File: config.mk
export PLATFORM = sky130hd
export DESIGN_NAME = message_decode
export DESIGN_NICKNAME = d
export VERILOG_FILES = /design/src/rtl/he_decode_pkg.sv /design/src/rtl/decode_round_bit.sv /design/src/rtl/message_decode.sv
export SDC_FILE = /design/constraint.sdc
export NUM_CORES = 2
export LEC_CHECK = 0
export ABC_AREA = 1
export CORE_AREA = 2 2 425 427
export CTS_CLUSTER_DIAMETER = 40
export DETAILED_ROUTE_END_ITERATION = 8
export DIE_AREA = 0 0 427 429
export HOLD_SLACK_MARGIN = 0.03
export PLACE_DENSITY = 0.55
export SLEW_MARGIN = 10
export SYNTH_ARGS = -nofsm -noshare
export SYNTH_HDL_FRONTEND = slang
export SYNTH_SLANG_ARGS = --single-unit
File: constraint.sdc
create_clock -name clk -period 7 [get_ports clk]
set_input_delay 1.05 -clock clk [delete_from_list [all_inputs] [get_ports clk]]
set_output_delay 1.05 -clock clk [all_outputs]
set_load 0.02 [all_outputs]
File: src/rtl/he_decode_pkg.sv
// ============================================================================
// he_decode_pkg : shared sizes and state encoding for the BFV message decoder
// Revision 1.0
// ============================================================================
`default_nettype none

package he_decode_pkg;

    localparam int N       = 1024;
    localparam int COEFF_W = 30;
    localparam int LOG_N   = 10;
    localparam int CMP_W   = COEFF_W + 2;

    typedef enum logic [1:0] {
        IDLE    = 2'd0,
        COLLECT = 2'd1,
        DRAIN   = 2'd2
    } state_t;

endpackage

`default_nettype wire

File: src/rtl/decode_round_bit.sv
// ============================================================================
// decode_round_bit : combinational round(2c/q) mod 2 for one coefficient
// Revision 1.0
// ============================================================================
`default_nettype none

module decode_round_bit
    import he_decode_pkg::*;
(
    input  logic [COEFF_W-1:0] c,
    input  logic [COEFF_W-1:0] q,
    output logic               msg_bit,
    output logic               out_of_range
);

    logic [CMP_W-1:0] c4;
    logic [CMP_W-1:0] q1;
    logic [CMP_W-1:0] q3;

    // 4c and 3q both fit in two extra bits, so the window test never overflows
    assign c4 = {c, 2'b00};
    assign q1 = {2'b00, q};
    assign q3 = q1 + {1'b0, q, 1'b0};

    assign out_of_range = (c >= q);
    assign msg_bit      = !out_of_range && (c4 >= q1) && (c4 < q3);

endmodule

`default_nettype wire

File: src/rtl/message_decode.sv
// ============================================================================
// message_decode : serial coefficient-to-bit decoder assembling an N-bit message
// Revision 1.0
// ============================================================================
`default_nettype none

module message_decode
    import he_decode_pkg::*;
(
    input  logic               clk,
    input  logic               reset,
    input  logic               start,
    input  logic [COEFF_W-1:0] q,
    input  logic [COEFF_W-1:0] coeff_in,
    input  logic               coeff_valid,
    output logic               coeff_ready,
    output logic [N-1:0]       message,
    output logic               msg_valid,
    output logic               done,
    output logic               err
);

    localparam logic [LOG_N-1:0] LAST_IDX = LOG_N'(N - 1);

    state_t             state;
    state_t             next_state;
    logic [COEFF_W-1:0] q_r;
    logic [LOG_N-1:0]   count;
    logic               accept;
    logic               dec_bit;
    logic               dec_oor;
    logic               s_bit;
    logic [LOG_N-1:0]   s_idx;
    logic               s_vld;

    decode_round_bit u_round (
        .c            (coeff_in),
        .q            (q_r),
        .msg_bit      (dec_bit),
        .out_of_range (dec_oor)
    );

    assign accept = coeff_valid && (state == COLLECT);

    always_ff @(posedge clk) begin
        if (reset) state <= IDLE;
        else       state <= next_state;
    end

    always_comb begin
        next_state  = state;
        coeff_ready = 1'b0;
        case (state)
            IDLE: begin
                if (start) next_state = COLLECT;
            end
            COLLECT: begin
                coeff_ready = 1'b1;
                if (coeff_valid && (count == LAST_IDX)) next_state = DRAIN;
            end
            DRAIN: begin
                next_state = IDLE;
            end
            default: next_state = IDLE;
        endcase
    end

    always_ff @(posedge clk) begin
        if (reset) begin
            q_r       <= '0;
            count     <= '0;
            message   <= '0;
            msg_valid <= 1'b0;
            done      <= 1'b0;
            err       <= 1'b0;
            s_bit     <= 1'b0;
            s_idx     <= '0;
            s_vld     <= 1'b0;
        end else begin
            done  <= 1'b0;
            s_vld <= 1'b0;
            // One-cycle stage write-back; the final bit lands during DRAIN
            if (s_vld) message[s_idx] <= s_bit;
            case (state)
                IDLE: begin
                    if (start) begin
                        q_r       <= q;
                        message   <= '0;
                        msg_valid <= 1'b0;
                        err       <= (q < COEFF_W'(2));
                        count     <= '0;
                    end
                end
                COLLECT: begin
                    if (accept) begin
                        s_bit <= dec_bit;
                        s_idx <= count;
                        s_vld <= 1'b1;
                        count <= count + LOG_N'(1);
                        if (dec_oor) err <= 1'b1;
                    end
                end
                DRAIN: begin
                    done      <= 1'b1;
                    msg_valid <= 1'b1;
                end
                default: ;
            endcase
        end
    end

endmodule

`default_nettype wire

==> impl_metrics.toml <==
[status]
status = "completed"

[floorplan]
io_pins = 1092
start_util_pct = 24.5
die_area_um2 = 183000
die_h_um = 429
fp.dieW_um = 427
rows = 155
core_um2 = 178000

[timing]
fmax_ghz = 0.262
period_needed_ns = 3.81
tns_ns = 0
tightest_slew_ns = 1.29
finalHoldViolations = 0
report.final.slew_viol_count = 0
setup_viol = 0
rsz0062_at_grt = "false"
layout_setup_ws_ns = 3.19
timing.final.crit_share_pct = 54.4
finalClockSkew_ns = 0.0495
max-slew-margin-rel_pct = 13.8

[clocking]
root_buffer = "clkbuf_16"
insertion_delay_ns = 0.81
ctsHtreeMaxLevel = 4
cts_hold_buffers = 0
cts.path.max_buffers = 3
cts_inserted_buffers = 180
cts_setup_buffers = 0
cts.sinks = 1081
cts_tree = "built"
post_cts_resized = 0
cts.clk_slew.worst_paths_ns = 0.05

[power_and_ir_drop]
p_leak_nw = 19.9
power.density_nw_per_um2 = 261
irDropWorstVdd_mv = 0.231

[grt]
grt_max_degree = 185
grt_pass1_vias = 39100
grt.overflow.total = 0
grt_pass1_wl_um = 284000
antenna_found_initial = 8
grt_usage_pct = 20.8

[routing]
drt_iter0_markers = 3909
dr_total_vias = 42600
drc = 0
dr.pass1.iters = 5
ant_nets = 0
routed_wl_um = 202000
top_layer_used = "met5"
post_drt_wl_per_cell_um = 25.4
routed_via_density = 5.36
met2_length_um = 94300
wl_met3_um = 14600
met1_length_um = 83700

[yosys]
synth_flop_cell = "dfxtp_1"
syn_inst = 4696
synth_top_area_share_pct = 49.6
synth.avg_cell_area_um2 = 9.30
synth_edf_count = 0
synth_common_cells = "a21oi_1 (1122), dfxtp_1 (1081), a311oi_1 (1024), clkbuf_1 (468), nand2_1 (209)"
syn_nets = 4880
synth_seq_cells = 1081
yosysTopAreaCell = "dfxtp_1"
ys_seq_area_share_pct = 49.6
ys_warn_count = 0
async_reset_ff_share_pct = 0
syn-cell-area_um2 = 43700
synthTopCellsByArea = "dfxtp_1 (50%), a311oi_1 (21%), a21oi_1 (13%), clkbuf_1 (4.0%), ha_1 (3.4%)"
synthMostInstantiatedCell = "a21oi_1"
synth_cell_type_count = 43

[cells_and_area]
multi_input_area_um2 = 19100
final_util_pct = 35.1
final_area_um2 = 62600
area_delta_synth_final_pct = 43.3
seq_area_um2 = 21600
fin_nets = 5621
nFillCells = 18200
drive_gt1_share_pct = 9.01

[place]
pre_cts_slack_ns = 2.88
dpl.hpwl_um = 128000
routabilityCongestion = 0.846
dpl_cell_area_um2 = 56100
numPortBuffers = 1091

[critical_path]
critPathLaunchType = "flip-flop"
required_ns = 7.66
critPathKind = "flip-flop to flip-flop"
reg2reg_depth = 16
path_cells = "ha_1 -> nand2_1 -> o21ai_0 -> a21boi_0 -> o21ai_0 -> nand3_1 -> nand2_1 -> xnor2_1 -> ha_1 -> nand2_1 -> nor2_1 -> nand4_1 -> nor2_1 -> nand2_1 -> nand4_1 -> a21oi_1"
max_stage_delay_ns = 0.66
worst-path-max-fanout = 5
worst_path_max_delay_cell = "o21ai_0"
cp_common_cell = "nand2_1"
crit_path_end_kind = "flip-flop"
cp_data_arrival_time_ns = 4.48

[run]
drv_cap = 0

[worst_hold_path]
whs_path_depth = 2
min_path_type = "flip-flop to flip-flop"
==> worst max-delay path: cells and delay by family, from the launching register on <==
kind / cells / cell delay [ns]
compound gates: 4 / 1.46
xor+xnor: 1 / 0.08
fa+ha+maj: 2 / 0.66
flops: 1 / 0.35
simple gates: 9 / 1.12
==> registers in the layout (all words and copies together) (netlist names) <==
name,cells
message,1024
q_r,30
count,10
s_idx,10
state,2
done,1
err,1
msg_valid,1
s_bit,1
s_vld,1
==> report_power, final <==
| part | internal, mW | leakage [nW] | switching, mW | total [mW] |
|---|---|---|---|---|
| sequential | 6.18 | 8.71 | 0.0238 | 6.20 |
| clock | 5.90 | 3.10 | 3.49 | 9.38 |
| combinational | 0.192 | 8.09 | 0.579 | 0.771 |
| total | 12.3 | 19.9 | 4.09 | 16.4 |
==> per-stage QoR <==
stage / hold slack, ns / cells / total power [mW]
2_1_floorplan: 0.453 / 4696 / 6.83
3_3_place_gp: 0.475 / 7610 / 7.08
3_5_place_dp: 0.475 / 7610 / 7.09
4_1_cts: 0.481 / 7949 / 16.5
5_1_grt: 0.519 / 7950 / 16.9
6_report: 0.480 / 7954 / 16.4
==> layer usage <==
| layer | up-vias | track usage (%) |
|---|---|---|
| li1 | 19800 | - |
| met2 | 1874 | 33.7 |
| met1 | 20600 | 26.0 |
| met5 | - | 0 |
| met4 | 2 | 9.71 |
| met3 | 384 | 4.92 |
==> cell type report <==
class | count | share of cell area, %
Sequential cell | 1081 | 34.6
Multi-Input combinational cell | 2829 | 30.6
Clock inverter | 125 | 2.65
Tap cell | 2355 | 4.71
Inverter | 161 | 1.02
Clock buffer | 214 | 7.74
Antenna cell | 5 | 0.0200
Timing Repair Buffer | 1184 | 18.7
==> placed cells by master (no fill, tap or decap), types with 6 or more instances in the layout <==
master	count
a21oi_1	1122
a311oi_1	1024
buf_12	7
buf_4	86
bufinv_16	23
clkbuf_1	15
clkbuf_16	182
clkbuf_8	17
clkdlybuf4s50_1	1091
clkinv_16	6
clkinv_2	34
clkinv_4	16
clkinvlp_4	27
dfxtp_1	1081
ha_1	119
inv_1	132
inv_2	12
inv_6	20
inv_8	6
nand2_1	208
nand3_1	52
nand4_1	19
nor2_1	74
nor2_4	48
nor3_1	23
o21ai_0	51
o22ai_1	18
xnor2_1	13
xor2_1	11
==> kinds of logic after synthesis <==
kind of cell | count (synthesis) | share of synthesized area, %
adder cells (fa/ha/maj) | 120 | 3.46
AO/OA/AOI/OAI | 2242 | 34.7
buffers and inverters | 786 | 7.20
AND/OR/NAND/NOR | 443 | 4.58
XOR/XNOR | 24 | 0.481
flip-flops | 1081 | 49.6
==> path summary, 6_finish.rpt <==
kind	startpoint	endpoint	slack (ns)
worst min register to register	state[1]	done	0.48
worst min-delay path	state[1]	done	0.48
worst max-delay path	q_r[2]	s_bit	3.19
worst max register to register	q_r[2]	s_bit	3.19
(Power assumes the default switching activity.)
